`config.mk`:
```
export PLATFORM = sky130hd
export DESIGN_NAME = alu_pipe
export DESIGN_NICKNAME = d
export VERILOG_FILES = /design/src/rtl/alu_pipe.sv
export SDC_FILE = /design/constraint.sdc
export NUM_CORES = 2
export LEC_CHECK = 0
export BUFFER_PORTS_ARGS = -buffer_cell sky130_fd_sc_hd__buf_2
export CAP_MARGIN = 25
export CORE_MARGIN = 2
export CORE_UTILIZATION = 45
export DETAILED_ROUTE_END_ITERATION = 10
export HOLD_SLACK_MARGIN = 0.08
export MAX_ROUTING_LAYER = met4
export PLACE_DENSITY = 0.69
export SLEW_MARGIN = 20
export SYNTH_ARGS = -nofsm -noshare
export SYNTH_HDL_FRONTEND = slang
export SYNTH_SLANG_ARGS = --single-unit
export TNS_END_PERCENT = 20
```
`constraint.sdc`:
```
create_clock -name clk -period 9.42 [get_ports clk]
set_input_delay 1.413 -clock clk [delete_from_list [all_inputs] [get_ports clk]]
set_output_delay 1.413 -clock clk [all_outputs]
set_load 0.01 [all_outputs]
```
`src/rtl/alu_pipe.sv`:
```
// alu_pipe: two-stage pipelined integer ALU with valid/ready handshaking on
// both sides, result flags and a user tag that travels with each operation.
//
// Ports:
//   clk, rst        rising-edge clock, synchronous active-high reset
//   in_valid        operation offered
//   in_ready        operation accepted this cycle (combinational from out_ready)
//   a, b            operands (unsigned; signed interpretation only for ovf)
//   op_type         0 add, 1 sub, 2 and, 3 or, 4 xor, 5 shl, 6 shr, 7 mul(low)
//   tag             user tag, returned unchanged as c_tag
//   out_valid       result available (driven straight from stage 2)
//   out_ready       consumer accepts the result
//   c, c_tag        result and its tag
//   carry           carry (add) / borrow (sub) / high half nonzero (mul)
//   zero            c == 0
//   ovf             signed overflow (add/sub only)
//
// The op-code port of the behavioural model was named "type", which is a
// reserved word in SystemVerilog; it is exposed here as op_type.

module alu_pipe #(
  parameter int unsigned WIDTH = 32,
  parameter int unsigned TAG_W = 4
) (
  input  logic             clk,
  input  logic             rst,
  input  logic             in_valid,
  output logic             in_ready,
  input  logic [WIDTH-1:0] a,
  input  logic [WIDTH-1:0] b,
  input  logic [2:0]       op_type,
  input  logic [TAG_W-1:0] tag,
  output logic             out_valid,
  input  logic             out_ready,
  output logic [WIDTH-1:0] c,
  output logic [TAG_W-1:0] c_tag,
  output logic             carry,
  output logic             zero,
  output logic             ovf
);

  localparam int unsigned SHW = $clog2(WIDTH);

  typedef enum logic [2:0] {
    OP_ADD = 3'd0,
    OP_SUB = 3'd1,
    OP_AND = 3'd2,
    OP_OR  = 3'd3,
    OP_XOR = 3'd4,
    OP_SHL = 3'd5,
    OP_SHR = 3'd6,
    OP_MUL = 3'd7
  } op_e;

  // Stage 1: captured operation
  logic             s1_valid;
  logic [WIDTH-1:0] s1_a;
  logic [WIDTH-1:0] s1_b;
  op_e              s1_op;
  logic [TAG_W-1:0] s1_tag;

  // Stage 2: registered result (drives the outputs)
  logic             s2_valid;
  logic [WIDTH-1:0] s2_c;
  logic [TAG_W-1:0] s2_tag;
  logic             s2_carry;
  logic             s2_zero;
  logic             s2_ovf;

  logic adv1;
  logic adv2;

  // Each stage advances when it is empty or the stage after it advances,
  // so a full pipe with out_ready high keeps streaming without a bubble.
  assign adv2     = !s2_valid || out_ready;
  assign adv1     = !s1_valid || adv2;
  assign in_ready = adv1 && !rst;

  always_ff @(posedge clk) begin
    if (rst) begin
      s1_valid <= 1'b0;
      s1_a     <= '0;
      s1_b     <= '0;
      s1_op    <= OP_ADD;
      s1_tag   <= '0;
    end else if (adv1) begin
      s1_valid <= in_valid;
      if (in_valid) begin
        s1_a   <= a;
        s1_b   <= b;
        s1_op  <= op_e'(op_type);
        s1_tag <= tag;
      end
    end
  end

  // Stage-1 datapath
  logic [WIDTH:0]       sum;
  logic [WIDTH:0]       dif;
  logic [2*WIDTH-1:0]   prod;
  logic [SHW-1:0]       shamt;
  logic [WIDTH-1:0]     r_c;
  logic                 r_carry;
  logic                 r_zero;
  logic                 r_ovf;

  assign sum   = {1'b0, s1_a} + {1'b0, s1_b};
  assign dif   = {1'b0, s1_a} - {1'b0, s1_b};
  assign prod  = {{WIDTH{1'b0}}, s1_a} * {{WIDTH{1'b0}}, s1_b};
  assign shamt = s1_b[SHW-1:0];

  always_comb begin
    r_c     = '0;
    r_carry = 1'b0;
    r_ovf   = 1'b0;
    case (s1_op)
      OP_ADD: begin
        r_c     = sum[WIDTH-1:0];
        r_carry = sum[WIDTH];
        r_ovf   = (s1_a[WIDTH-1] == s1_b[WIDTH-1]) &&
                  (sum[WIDTH-1] != s1_a[WIDTH-1]);
      end
      OP_SUB: begin
        // Top bit of the widened difference is the unsigned borrow.
        r_c     = dif[WIDTH-1:0];
        r_carry = dif[WIDTH];
        r_ovf   = (s1_a[WIDTH-1] != s1_b[WIDTH-1]) &&
                  (dif[WIDTH-1] != s1_a[WIDTH-1]);
      end
      OP_AND: r_c = s1_a & s1_b;
      OP_OR:  r_c = s1_a | s1_b;
      OP_XOR: r_c = s1_a ^ s1_b;
      OP_SHL: r_c = s1_a << shamt;
      OP_SHR: r_c = s1_a >> shamt;
      OP_MUL: begin
        r_c     = prod[WIDTH-1:0];
        r_carry = |prod[2*WIDTH-1:WIDTH];
      end
      default: r_c = '0;
    endcase
    r_zero = (r_c == '0);
  end

  always_ff @(posedge clk) begin
    if (rst) begin
      s2_valid <= 1'b0;
      s2_c     <= '0;
      s2_tag   <= '0;
      s2_carry <= 1'b0;
      s2_zero  <= 1'b0;
      s2_ovf   <= 1'b0;
    end else if (adv2) begin
      s2_valid <= s1_valid;
      if (s1_valid) begin
        s2_c     <= r_c;
        s2_tag   <= s1_tag;
        s2_carry <= r_carry;
        s2_zero  <= r_zero;
        s2_ovf   <= r_ovf;
      end
    end
  end

  assign out_valid = s2_valid;
  assign c         = s2_c;
  assign c_tag     = s2_tag;
  assign carry     = s2_carry;
  assign zero      = s2_zero;
  assign ovf       = s2_ovf;

endmodule

```
## After elaboration in Yosys (flattened, before gate mapping)

Cells that the tools add are included.

| storage, ports and cells | value |
|---|---|
| register bits after elaboration | 112 |
| logic and storage cells | 46 |
| bits of input ports | 75 |

| cells by class | value |
|---|---|
| equal/unequal tests | 11 |
| shifts and indexed selects | 2 |
| bitwise operators | 3 |
| $add $sub $neg | 2 |
| multipliers | 1 |
| muxes and demuxes | 3 |
| reduce and logical (&&, ||, !) cells | 13 |

Operators by type and width:

| kind | count |
|---|---|
| case mux 32 bit (8 select lines) | 1 |
| multiplier 32 x 32 -> 64 bit | 1 |
| adder 32 x 32 -> 33 bit | 1 |
| subtractor 32 x 32 -> 33 bit | 1 |
| AND 32 bit | 1 |
| zero test 32 bit | 1 |
| bitwise OR 32 bit | 1 |
| OR reduction 32 bit | 1 |
| << shifter 32 x 5 -> 32 bit | 1 |
| >> shifter 32 x 5 -> 32 bit | 1 |
| XOR 32 bit | 1 |
| == test 3 bit (second input constant) | 4 |
| == test 3 x 2 -> 1 bit (second input constant) | 2 |
| AND reduction 2 bit | 2 |
| == test 3 x 1 -> 1 bit (second input constant) | 1 |
| logical AND 1 bit | 3 |
| zero test 1 bit | 3 |
| zero test 3 bit | 1 |
| != test 1 bit | 3 |
| case mux 1 bit (3 select lines) | 1 |
| logical OR 1 bit | 2 |
| case mux 1 bit (2 select lines) | 1 |
| == test 1 bit | 1 |

## Logic depth before layout (Yosys ltp)

| depth | value |
|---|---|
| word-level depth | 4 |
| depth in mapped cells | 35 |
| mapped depth without buffers | 30 |

## Least setup slack after synthesis

No wires, ideal clock.

| timing | value |
|---|---|
| path type | reg-to-reg |
| from | register s1_b[3] |
| to | register s2_carry, in the netlist carry |
| required time | 9,296 ps |
| path slack | 567 ps |
| arrival time | 8,729 ps |
| path buffers | 7 |
| cell stages (with the launch flop) | 34 |
| period minus slack after synthesis | 8,853 ps |
| path through | dfxtp_1 buf_2 buf_2 inv_1 buf_1 buf_1 clkbuf_1 buf_1 nor2_1 fa_1 inv_1 fa_1 fa_1 fa_1 inv_1 fa_1 inv_1 fa_1 fa_1 fa_1 inv_1 ha_1 clkbuf_1 nand2_1 nor3_1 a22oi_1 o211a_1 o211a_1 a211oi_1 xor2_1 a2111oi_0 nand4_1 nor4_1 a21boi_1 |

| on the way | value |
|---|---|
| word-level cells in the longest chain between the ends | 3 |
| elaborated cells on any way between the ends | 5 |
| classes of those cells | 2 x add/sub; 1 x mul; 1 x mux; 1 x reduce/logical |

Ends and longest elaborated chain:

| item | line | text |
|---|---|---|
| start, declared | 58 | `logic [WIDTH-1:0] s1_b;` |
| start signal, assigned | 83 | `s1_b <= '0;` |
| start signal, assigned | 90 | `s1_b <= b;` |
| multiplier 32 x 32 -> 64 bit | 109 | `assign prod = {{WIDTH{1'b0}}, s1_a} * {{WIDTH{1'b0}}, s1_b};` |
| OR reduction 32 bit | 137 | `r_carry = \|prod[2*WIDTH-1:WIDTH];` |
| case mux 1 bit (3 select lines) * | 116 | `case (s1_op)` |
| end signal, assigned | 157 | `s2_carry <= r_carry;` |
| end, declared | 66 | `logic s2_carry;` |

Mark *: on every way between the ends. The rest lies on a longest branch, timed or not.
A chain may end at the register's enable or synchronous reset.

## Worst setup path in the final report

| timing | value |
|---|---|
| from | register s1_a[18] |
| to | register s2_zero, in the netlist zero |

| on the way | value |
|---|---|
| word-level cells in the longest chain between the ends | 3 |
| elaborated cells on any way between the ends | 10 |
| classes of those cells | 2 x add/sub; 1 x mul; 2 x shift; 1 x mux; 3 x bitwise; 1 x reduce/logical |

Ends and longest elaborated chain:

| item | line | text |
|---|---|---|
| start, declared | 57 | `logic [WIDTH-1:0] s1_a;` |
| start signal, assigned | 82 | `s1_a <= '0;` |
| start signal, assigned | 89 | `s1_a <= a;` |
| multiplier 32 x 32 -> 64 bit, or another cell as far along | 109 |  |
| case mux 32 bit (8 select lines) * | 116 |  |
| zero test 32 bit * | 141 | `r_zero = (r_c == '0);` |
| end signal, assigned | 158 | `s2_zero <= r_zero;` |
| end, declared | 67 | `logic s2_zero;` |

Marks and branches as above.

==> run_results.csv <==
group,metric,value,unit
run_status,outcome,"completed",
floorplan,ios,116,
floorplan,die_w,322,um
floorplan,start_util,45.4,%
yosys,synth.top_cells.by_count,"898 x fa_1, 829 x inv_1, 807 x nor2_1",
worst_setup_path,critPathLaunchType,"flop",
layout,layout-drive-gt1-share,9.27,%
power,p_int,0.00168,W
min_path,hold_start,"ovf",
global_routing,grtUsageTotal,41.9,%
clock_tree,cts_root_buf,"clkbuf_16",
power,power_frac_comb,75.1,%
min_path,hold_class,"reg -> reg",
sta,fin_crit,9.21,ns
power,pwr-share-seq,13.3,%
global_routing,grt_pass1_wl,303,mm
floorplan,num_rows,116,
power,cellPowerDensity,82.7,nW/um^2
worst_setup_path,cp_max_fo,11,
clock_tree,path_clk_slew,0.11,ns
route,drtIter0Drc,5301,
yosys,yosys-top-cells-area,"fa_1 39%, ha_1 9.9%, inv_1 6.8%",
yosys,yosysSeqAreaShare,4.92,%
yosys,synthesis.area,45600,um^2
power,p_leak,20.3,nW
clock_tree,cts_sinks,112,
clock_tree,htreeDepth,3,
sta,setup_viol,0,
yosys,synth_ff_type,"dfxtp_1",
yosys,ys_types,99,
clock_tree,cts_tree,"built",
route,wl_per_cell,30.4,um
yosys,syn_nets,6856,
global_routing,grt_start_max_net_pins,61,
yosys,yosys_warnings,0,
power,vdd_drop_max,0.102,mV
sta,worst_slew_margin_rel,26.7,%
route,via_per_inst,6.19,
worst_setup_path,rr_worst_depth,25,
yosys,synth-edff-count,0,
power,total_power,0.00401,W
worst_setup_path,critPathRequiredTime,9.80,ns
yosys,yosysTopAreaCell,"fa_1",
power,pwr-share-clk,11.5,%
floorplan,die_y,322,um
worst_setup_path,crit_arrival,9.59,ns
global_routing,grt-ovfl-total,0,
global_routing,grt_pass1_vias,43300,
flow_run,drv_cap,0,
yosys,syn_inst,5523,
floorplan,die_area,104000,um^2
yosys,synth_most_common_cell,"fa_1",
yosys,postSynth.asyncResetShare,0,%
route,drcViolationCount,0,
yosys,avgSynthCellArea,8.25,um^2
worst_setup_path,r2r-start,"s1_a[18]",
route,vias,42500,
placement,port_buffers,115,
power,p_sw,0.00233,W
sta,fin_skew,0.0292,ns
clock_tree,cts_setup_buffers,0,
sta,hold_viol,0,
placement,dpl.hpwl,169,mm
worst_setup_path,critPathCaptureType,"flop",
layout,syn2layout_area_growth,6.48,%
route,dr.pass1.iters,9,
sta,slew_viol_final,0,
clock_tree,clockBufferDepth,2,
sta,period_share,97.8,%
sta,hold_slack,0.458,ns
sta,max_freq,109,MHz
clock_tree,cts_made_buffers,9,
worst_setup_path,worstSetupPathType,"reg -> reg",
route,ant_nets,0,
power,switching_share,58.0,%
yosys,synth_top_cell_area_share,39.4,%
sta,tightest_slew,1.09,ns
placement,placed_cells,6841,
placement,gp_congestion,1.07,
min_path,hold_depth,2,
global_routing,grt_antenna_before_repair,7,
yosys,synth-seq-cells,112,
clock_tree,clock_latency,0.43,ns
layout,stdcell_count,6863,
route,drt-total-wl,208,mm
floorplan,core_area,100000,um^2
layout,nets,6829,
min_path,min_to,"ovf",
worst_setup_path,reg2reg_slack,0.21,ns
worst_setup_path,reg2reg_to,"zero",
[worst max-delay path by stage]
stage	startpoint	to	cells after the start
after floorplan	s1_b[3]	carry	33
after global placement	s1_b[5]	zero	26
after detailed placement	s1_b[5]	zero	26
after CTS	s1_b[5]	zero	26
after global routing	s1_b[5]	zero	28
final	s1_a[18]	zero	25
[flip-flops by register name (all words and copies together), names as in the netlist]
signal	flops
c	32
carry	1
ovf	1
s1_valid	1
s1_op	3
s1_b	32
c_tag	4
s1_tag	4
out_valid	1
zero	1
s1_a	32
[kinds of logic after synthesis]
| group | count (synthesis) | synth area share [%] |
|---|---|---|
| AO/OA/AOI/OAI | 830 | 12.2 |
| buffers and inverters | 1248 | 10.5 |
| adder cells (fa/ha/maj) | 1259 | 49.3 |
| XOR/XNOR | 59 | 1.13 |
| multiplexers | 147 | 4.94 |
| flip-flops | 112 | 4.92 |
| AND/OR/NAND/NOR | 1868 | 17.0 |
[area by class of cell]
type,count,area (um^2)
Antenna cell,5,12.5
Tap cell,1357,1700
Clock inverter,7,93.8
Multi-Input combinational cell,4163,38600
Timing Repair Buffer,351,2390
Clock buffer,9,225
Sequential cell,112,2260
Fill cell,9921,51800
Inverter,859,3230
[worst max-delay path, cell delays in order (launching register included)]
cell and delay, ns:
dfxtp_1 0.32, inv_1 0.70, nor2_1 0.18, fa_1 0.57, inv_1 0.06, fa_1 0.51, fa_1 0.46, fa_1 0.55
inv_1 0.05, fa_1 0.49, fa_1 0.56, fa_1 0.42, fa_1 0.45, ha_1 0.42, a21oi_1 0.36, o21ai_0 0.28
a21o_1 0.22, a31oi_1 0.33, xnor2_1 0.32, a221oi_2 0.51, buf_4 0.19, o211ai_1 0.15, nor4_2 0.32, nand4_1 0.21
nor4_1 0.30, a41o_1 0.19
[placed cells by master (no fill, tap or decap), drive strengths merged, types with 16 or more instances in the layout]
cell and instances:
fa 898, inv 843, nor2 807, nand2 736
ha 360, buf 351, a21oi 264, o21ai 130
dfxtp 112, nor3 68, a211oi 68, mux2i 62
mux4 60, nand3 54, o211ai 44, nand4 38
xnor2 36, a21o 33, nand2b 25, mux2 25
nor2b 24, o21a 23, xor2 23, clkinv 22
o31ai 21, and3 20, nor4 20, a221oi 19
a22oi 17, a31oi 16, o22ai 16
[what timing repair did]
| item | 4_1_cts | 5_1_grt |
|---|---|---|
| setup endpoints to repair | 0 | 2 |
| hold buffers | 0 | 0 |
| gates resized for setup | 0 | 4 |
[metal layers]
layer	wire length (um)	vias up	track usage, %
li1	-	17600	-
met1	78800	21400	52.6
met2	89800	2826	60.5
met3	21800	698	8.93
met4	17900	0	28.7
met5	0	-	-
[power by group through the flow]
stage / combinational [W] / clock (W) / sequential, W
final: 0.00301 / 0.000463 / 0.000535
after global routing: 0.00320 / 0.000478 / 0.000537
after CTS: 0.00292 / 0.000469 / 0.000533
after detailed placement: 0.00290 / 0 / 0.000544
after global placement: 0.00289 / 0 / 0.000542
after floorplan: 0.00176 / 0 / 0.000538
[through the flow]
step	util, %	instance area, um^2	setup slack (ns)	TNS [ns]
global route	48.4	48500	-0.00467	-0.00467
floorplan	-	45600	0.567	0
finish	48.4	48500	0.208	0
global placement	48.0	48200	0.150	0
CTS	48.3	48500	0.0762	0
detailed placement	48.0	48200	0.148	0
Note: power is estimated with default switching activity, not from simulation.
